--- src/rtl/cpu_pkg.sv ---
// Shared CPU definitions used by the divider and the control unit.
// Contents: datapath width, divider FSM state encoding, ALU opcode for DIV.
// No logic of its own.
package cpu_pkg;

  localparam int DATA_W = 32;

  // ALU opcode that routes an operation to the sequential divider.
  localparam logic [3:0] ALU_OP_DIV = 4'd9;

  typedef enum logic [2:0] {
    IDLE = 3'd0,
    LOAD = 3'd1,
    CALC = 3'd2,
    FIX  = 3'd3,
    DONE = 3'd4
  } div_state_t;

endpackage

--- src/rtl/div_step.sv ---
// One combinational non-restoring division iteration.
// Ports: a_i/q_i partial remainder and quotient in, dv_i divisor magnitude,
//        a_o/q_o shifted-and-updated partial remainder and quotient out.
module div_step
  import cpu_pkg::*;
#(
  parameter int W = DATA_W
) (
  input  logic [W:0]   a_i,
  input  logic [W-1:0] q_i,
  input  logic [W-1:0] dv_i,
  output logic [W:0]   a_o,
  output logic [W-1:0] q_o
);

  logic [W:0] a_sh;
  logic [W:0] dv_ext;

  always_comb begin
    // Shift {A,Q} left by one: the top quotient bit moves into A.
    a_sh   = {a_i[W-1:0], q_i[W-1]};
    dv_ext = {1'b0, dv_i};
    // Sign of the old A picks subtract (A >= 0) or add-back (A < 0).
    a_o    = a_i[W] ? (a_sh + dv_ext) : (a_sh - dv_ext);
    // New quotient bit is 1 when the updated remainder is non-negative.
    q_o    = {q_i[W-2:0], ~a_o[W]};
  end

endmodule

--- src/rtl/div_seq.sv ---
// Sequential signed divider, non-restoring radix-2, one quotient bit per clock.
// Ports: start pulse captures dividend/divisor (IDLE or DONE only); busy while
//        working; done pulses once with P = {remainder, quotient} and div_zero.
//        Latency: done 34 cycles after accept, 2 cycles for a zero divisor.
module div_seq
  import cpu_pkg::*;
#(
  parameter int WIDTH = DATA_W
) (
  input  logic                 clk,
  input  logic                 rst_n,
  input  logic                 start,
  input  logic [WIDTH-1:0]     dividend,
  input  logic [WIDTH-1:0]     divisor,
  output logic                 busy,
  output logic                 done,
  output logic                 div_zero,
  output logic [2*WIDTH-1:0]   P
);

  localparam int CW = $clog2(WIDTH);
  localparam logic [CW-1:0] CNT_LAST = CW'(WIDTH - 1);

  div_state_t state_q, state_d;

  logic [WIDTH-1:0]   dd_q, dd_d;
  logic [WIDTH-1:0]   dv_q, dv_d;
  logic [WIDTH-1:0]   dv_mag_q, dv_mag_d;
  logic [WIDTH:0]     a_q, a_d;
  logic [WIDTH-1:0]   q_q, q_d;
  logic [CW-1:0]      cnt_q, cnt_d;
  logic               q_neg_q, q_neg_d;
  logic               r_neg_q, r_neg_d;
  logic [2*WIDTH-1:0] p_q, p_d;
  logic               div_zero_q, div_zero_d;

  logic [WIDTH:0]     a_step;
  logic [WIDTH-1:0]   q_step;
  logic [WIDTH:0]     a_fix;
  logic [WIDTH-1:0]   quot;
  logic [WIDTH-1:0]   rem;
  logic               accept;

  div_step #(.W(WIDTH)) u_step (
    .a_i  (a_q),
    .q_i  (q_q),
    .dv_i (dv_mag_q),
    .a_o  (a_step),
    .q_o  (q_step)
  );

  // State register.
  always_ff @(posedge clk or negedge rst_n) begin
    if (!rst_n) begin
      state_q <= IDLE;
    end else begin
      state_q <= state_d;
    end
  end

  // Next-state logic. A zero divisor skips CALC; FIX then loads the flagged result.
  always_comb begin
    state_d = state_q;
    unique case (state_q)
      IDLE:    if (start) state_d = LOAD;
      LOAD:    state_d = (dv_q == '0) ? FIX : CALC;
      CALC:    if (cnt_q == CNT_LAST) state_d = FIX;
      FIX:     state_d = DONE;
      DONE:    state_d = start ? LOAD : IDLE;
      default: state_d = IDLE;
    endcase
  end

  // Output decode.
  always_comb begin
    busy     = (state_q == LOAD) || (state_q == CALC) || (state_q == FIX);
    done     = (state_q == DONE);
    div_zero = div_zero_q;
    P        = p_q;
  end

  // Datapath next values.
  always_comb begin
    dd_d       = dd_q;
    dv_d       = dv_q;
    dv_mag_d   = dv_mag_q;
    a_d        = a_q;
    q_d        = q_q;
    cnt_d      = cnt_q;
    q_neg_d    = q_neg_q;
    r_neg_d    = r_neg_q;
    p_d        = p_q;
    div_zero_d = div_zero_q;

    accept = start && ((state_q == IDLE) || (state_q == DONE));

    // Final remainder correction and sign application, used only in FIX.
    a_fix = a_q[WIDTH] ? (a_q + {1'b0, dv_mag_q}) : a_q;
    quot  = q_neg_q ? -q_q : q_q;
    rem   = r_neg_q ? -a_fix[WIDTH-1:0] : a_fix[WIDTH-1:0];

    if (accept) begin
      dd_d       = dividend;
      dv_d       = divisor;
      div_zero_d = 1'b0;
    end

    case (state_q)
      LOAD: begin
        // Magnitudes as unsigned; -2^(W-1) maps onto itself, which is correct unsigned.
        q_d      = dd_q[WIDTH-1] ? -dd_q : dd_q;
        dv_mag_d = dv_q[WIDTH-1] ? -dv_q : dv_q;
        a_d      = '0;
        cnt_d    = '0;
        q_neg_d  = dd_q[WIDTH-1] ^ dv_q[WIDTH-1];
        r_neg_d  = dd_q[WIDTH-1];
      end
      CALC: begin
        a_d   = a_step;
        q_d   = q_step;
        cnt_d = cnt_q + CW'(1);
      end
      FIX: begin
        if (dv_q == '0) begin
          p_d        = {dd_q, {WIDTH{1'b1}}};
          div_zero_d = 1'b1;
        end else begin
          p_d = {rem, quot};
        end
      end
      default: ;
    endcase
  end

  always_ff @(posedge clk or negedge rst_n) begin
    if (!rst_n) begin
      dd_q       <= '0;
      dv_q       <= '0;
      dv_mag_q   <= '0;
      a_q        <= '0;
      q_q        <= '0;
      cnt_q      <= '0;
      q_neg_q    <= 1'b0;
      r_neg_q    <= 1'b0;
      p_q        <= '0;
      div_zero_q <= 1'b0;
    end else begin
      dd_q       <= dd_d;
      dv_q       <= dv_d;
      dv_mag_q   <= dv_mag_d;
      a_q        <= a_d;
      q_q        <= q_d;
      cnt_q      <= cnt_d;
      q_neg_q    <= q_neg_d;
      r_neg_q    <= r_neg_d;
      p_q        <= p_d;
      div_zero_q <= div_zero_d;
    end
  end

endmodule
--- config.mk ---
export PLATFORM = sky130hd
export DESIGN_NAME = div_seq
export DESIGN_NICKNAME = d
export VERILOG_FILES = /design/src/rtl/cpu_pkg.sv /design/src/rtl/div_step.sv /design/src/rtl/div_seq.sv
export SDC_FILE = /design/constraint.sdc
export NUM_CORES = 1
export LEC_CHECK = 0
export ABC_AREA = 1
export CAP_MARGIN = 20
export CORE_ASPECT_RATIO = 1.5
export CORE_UTILIZATION = 42
export DETAILED_ROUTE_END_ITERATION = 16
export GPL_TIMING_DRIVEN = 0
export HOLD_SLACK_MARGIN = 0.05
export PLACE_DENSITY = 0.67
export SLEW_MARGIN = 15
export SYNTH_ARGS = -nofsm -noshare
export SYNTH_HDL_FRONTEND = slang
export SYNTH_HIERARCHICAL = 1
export SYNTH_SLANG_ARGS = --single-unit
--- constraint.sdc ---
create_clock -name clk -period 9.2 [get_ports clk]
set_clock_uncertainty 0.2 [all_clocks]
set_input_delay 0.92 -clock clk [delete_from_list [all_inputs] [get_ports clk]]
set_output_delay 0.92 -clock clk [all_outputs]
set_load 0.005 [all_outputs]
==> run metrics <==
Async S/R FF share, synth 100.0%; layout net count 3150; CTS Buf Count 25; Max Root-Sink Buffers 3; grt ovf 0; delay-heaviest family, CP simple AND/OR/NAND/NOR gates; Slew Viols, Final 0; crit start category register; first-pass GRT wire length 107700 µm; Tot Pwr 9.641 mW; drt pass-1 iters 10; I/O Pins 134; Critical Path Stages 7; dpl hpwl 58910 µm; Row Count 95; post-CTS setup buffer count 0; GRT Total Usage 30.77%; Synth Instances 2848; final wirelength 71430 µm; cell mode on critical path clkbuf_1; status finished clean; Buf/Inv on CP 3; fmax 0.2379 GHz; layout cells sized above 1 7.329%; # port buffers 133; Final Core Density 49.11%; initial antenna violation count 1; Clock H-tree levels 1; Resized cells post-CTS 0; Initial Util 42.48%; Final Setup Violations 0; Max-Cap Viols 0; r2r setup slk 5.00 ns; placed insts 3565; wire per inst 19.78 µm; Die W 175.6 µm; clock-pin slew on the worst setup and hold paths 0.06 ns; leakage dissipation 11.21 nW; largest net degree at the start of global routing 102; core area 0.04469 mm²; Yosys warnings 6; max incr delay on CP 0.68 ns; GP Congestion 1.005; Worst EP arrival 4.42 ns; Post-DRT Antenna Nets 0; synthesized flop and latch total 236; Max VDD drop 264.5 µV; via count 19120; PD cells 439.3 mW/mm²; post-synthesis sequential area ratio 31.11%; Syn Nets 2988; Final Hold Fails 0; Unique masters post-synth 65; number of synthesized flops with an enable pin 0; Area growth, synth to finish 15.61%; Remaining DRCs 0; post-placement cell area 0.02111 mm²; commonest cells after routing, fill and taps aside nand2_1, inv_1, nor2_1; Tmin final 4.203 ns; worst min-delay path class in2async; crit-path max FO 10; cell area after synthesis 0.01899 mm²; Worst-Margin Slew 0.9531 ns; Worst-Skew Late Latency 0.57 ns; Worst setup EP type register; CTS tree done; Design Area, Final 0.02195 mm²; Crit Reg-Reg Startpoint state_q[2]$_DFFE_PN0P_; CTS sink count 236; critical path cell sequence clkbuf_1, nor2_1, nand2_1, nand2_1, clkbuf_1, clkbuf_1, o22ai_1; Clk Tree Root Cell clkbuf_16; CP startpoint state_q[2]$_DFFE_PN0P_; Multi-input gate area 0.01109 mm²; Hold WS 0.08077 ns; final non-filler cell total 3612; height of the die 262.4 µm; period utilization 45.69%; FILL cells 4656; vias in the first global route 19150; Reg area 0.005906 mm²; syn avg cell area 6.666 µm²; CP max-delay cell clkbuf_1; routed vias/inst 5.292; hold_buf cts 0; crit path capture q_q[1]$_DFFE_PN0P_; Die Area 0.04608 mm²; worst rel slew slack 36.46%; Post-synth top flop dfrtp_1; required time worst endpoint 9.41 ns; DRT iter0 DRCs 1426; RSZ-0062 raised after global routing false; FF-to-FF path depth 7; reg2reg end q_q[1]$_DFFE_PN0P_; CP Class reg2reg; most common cell after layout, fill and taps aside nand2_1
[area by class of cell]
type	count	share of cell area, %
clock buffers	40	3.472
plain buffers	112	2.782
clock inverters	6	0.3306
inverters	367	6.311
diodes	1	0.01140
flip-flops and latches	236	26.91
well taps	582	3.318
repair buffers	135	6.339
multi-input cells	2133	50.53
[logic make-up after synthesis]
logic type	share of synthesized area, %
and+or+nand+nor	34.34
xor gates and xnor gates	5.305
muxes	2.313
adders and majority gates	4.890
buffers and inverters	10.51
AOI/OAI and AO/OA	11.54
DFF	31.11
[worst reg2reg max path, stage by stage (launching register included)]
cell	delay (ns)
dfrtp_1	0.38
clkbuf_1	0.23
nor2_1	0.65
nand2_1	0.53
nand2_1	0.51
clkbuf_1	0.68
clkbuf_1	0.70
o22ai_1	0.18
[cells in the mapped netlist, types with 4 or more instances]
cell	count	area, µm²
o22ai_1	10	62.56
o221ai_1	16	140.1
nor3_2	10	100.1
o21ai_0	107	535.5
nand3b_1	7	52.55
nor2_4	4	45.04
clkinv_1	4	15.01
or2_2	5	31.28
buf_6	7	78.83
nand2_2	16	100.1
nor2_1	294	1104
buf_2	5	25.02
a32o_1	4	40.04
inv_2	7	26.28
buf_4	32	240.2
a21oi_2	26	227.7
nor2_2	12	75.07
inv_1	354	1329
nor4_1	9	56.30
and2_1	5	31.28
a22oi_1	22	165.2
nand3_2	5	50.05
xnor2_1	18	157.7
nor3_1	32	160.2
buf_1	5	18.77
clkbuf_1	62	232.7
o211ai_1	20	150.1
a31oi_1	4	25.02
dfrtp_1	236	5906
a21oi_1	105	525.5
o21bai_1	8	60.06
o21a_1	4	30.03
nand3_1	195	975.9
a22o_1	7	61.31
ha_1	71	888.4
nand4_1	26	162.7
xor2_1	97	849.6
mux2_2	39	439.2
o21ai_1	5	25.02
o31ai_1	4	30.03
nand2_1	923	3465
[worst min path at each step]
stage | end | slack [ns] | cells past startpoint | start
3_5_place_dp | P[31]$_DFFE_PN0P_ | 0.28 | 1 | P[31]$_DFFE_PN0P_
3_3_place_gp | P[31]$_DFFE_PN0P_ | 0.27 | 1 | P[31]$_DFFE_PN0P_
5_1_grt | P[23]$_DFFE_PN0P_ | 0.12 | 1 | rst_n
2_1_floorplan | P[60]$_DFFE_PN0P_ | 0.27 | 2 | dd_q[28]$_DFFE_PN0P_
4_1_cts | dd_q[14]$_DFFE_PN0P_ | 0.10 | 1 | rst_n
6_report | dd_q[14]$_DFFE_PN0P_ | 0.08 | 1 | rst_n
[flip-flops by register name, indices dropped and copies added, names as in the netlist]
| signal | count |
|---|---|
| r_neg_q | 1 |
| P | 64 |
| a_q | 33 |
| state_q | 3 |
| div_zero | 1 |
| dv_q | 32 |
| q_q | 32 |
| q_neg_q | 1 |
| dv_mag_q | 32 |
| dd_q | 32 |
| cnt_q | 5 |
[power by group]
group	switching, mW	leakage [nW]	internal [mW]
registers	0.700	2.85	1.54
logic	4.09	7.95	2.26
clock network	0.454	0.410	0.597
total	5.24	11.2	4.40
[through the flow]
step / TNS, ns / worst slack (ns)
after floorplan: 0 / 6.259
after global placement: -716.57 / -3.094
after detailed placement: 0 / 5.135
after CTS: 0 / 5.114
after global routing: 0 / 4.919
final: 0 / 4.997
[routing by layer]
layer | share of wire [%] | vias to the layer above | GRT usage [%]
li1 | - | 9416 | -
met1 | 36 | 8859 | 32.37
met2 | 53 | 608 | 58.09
met3 | 4.0 | 232 | 2.604
met4 | 7.0 | 0 | 19.08
met5 | 0 | - | 0
(Power assumes the default switching activity.)
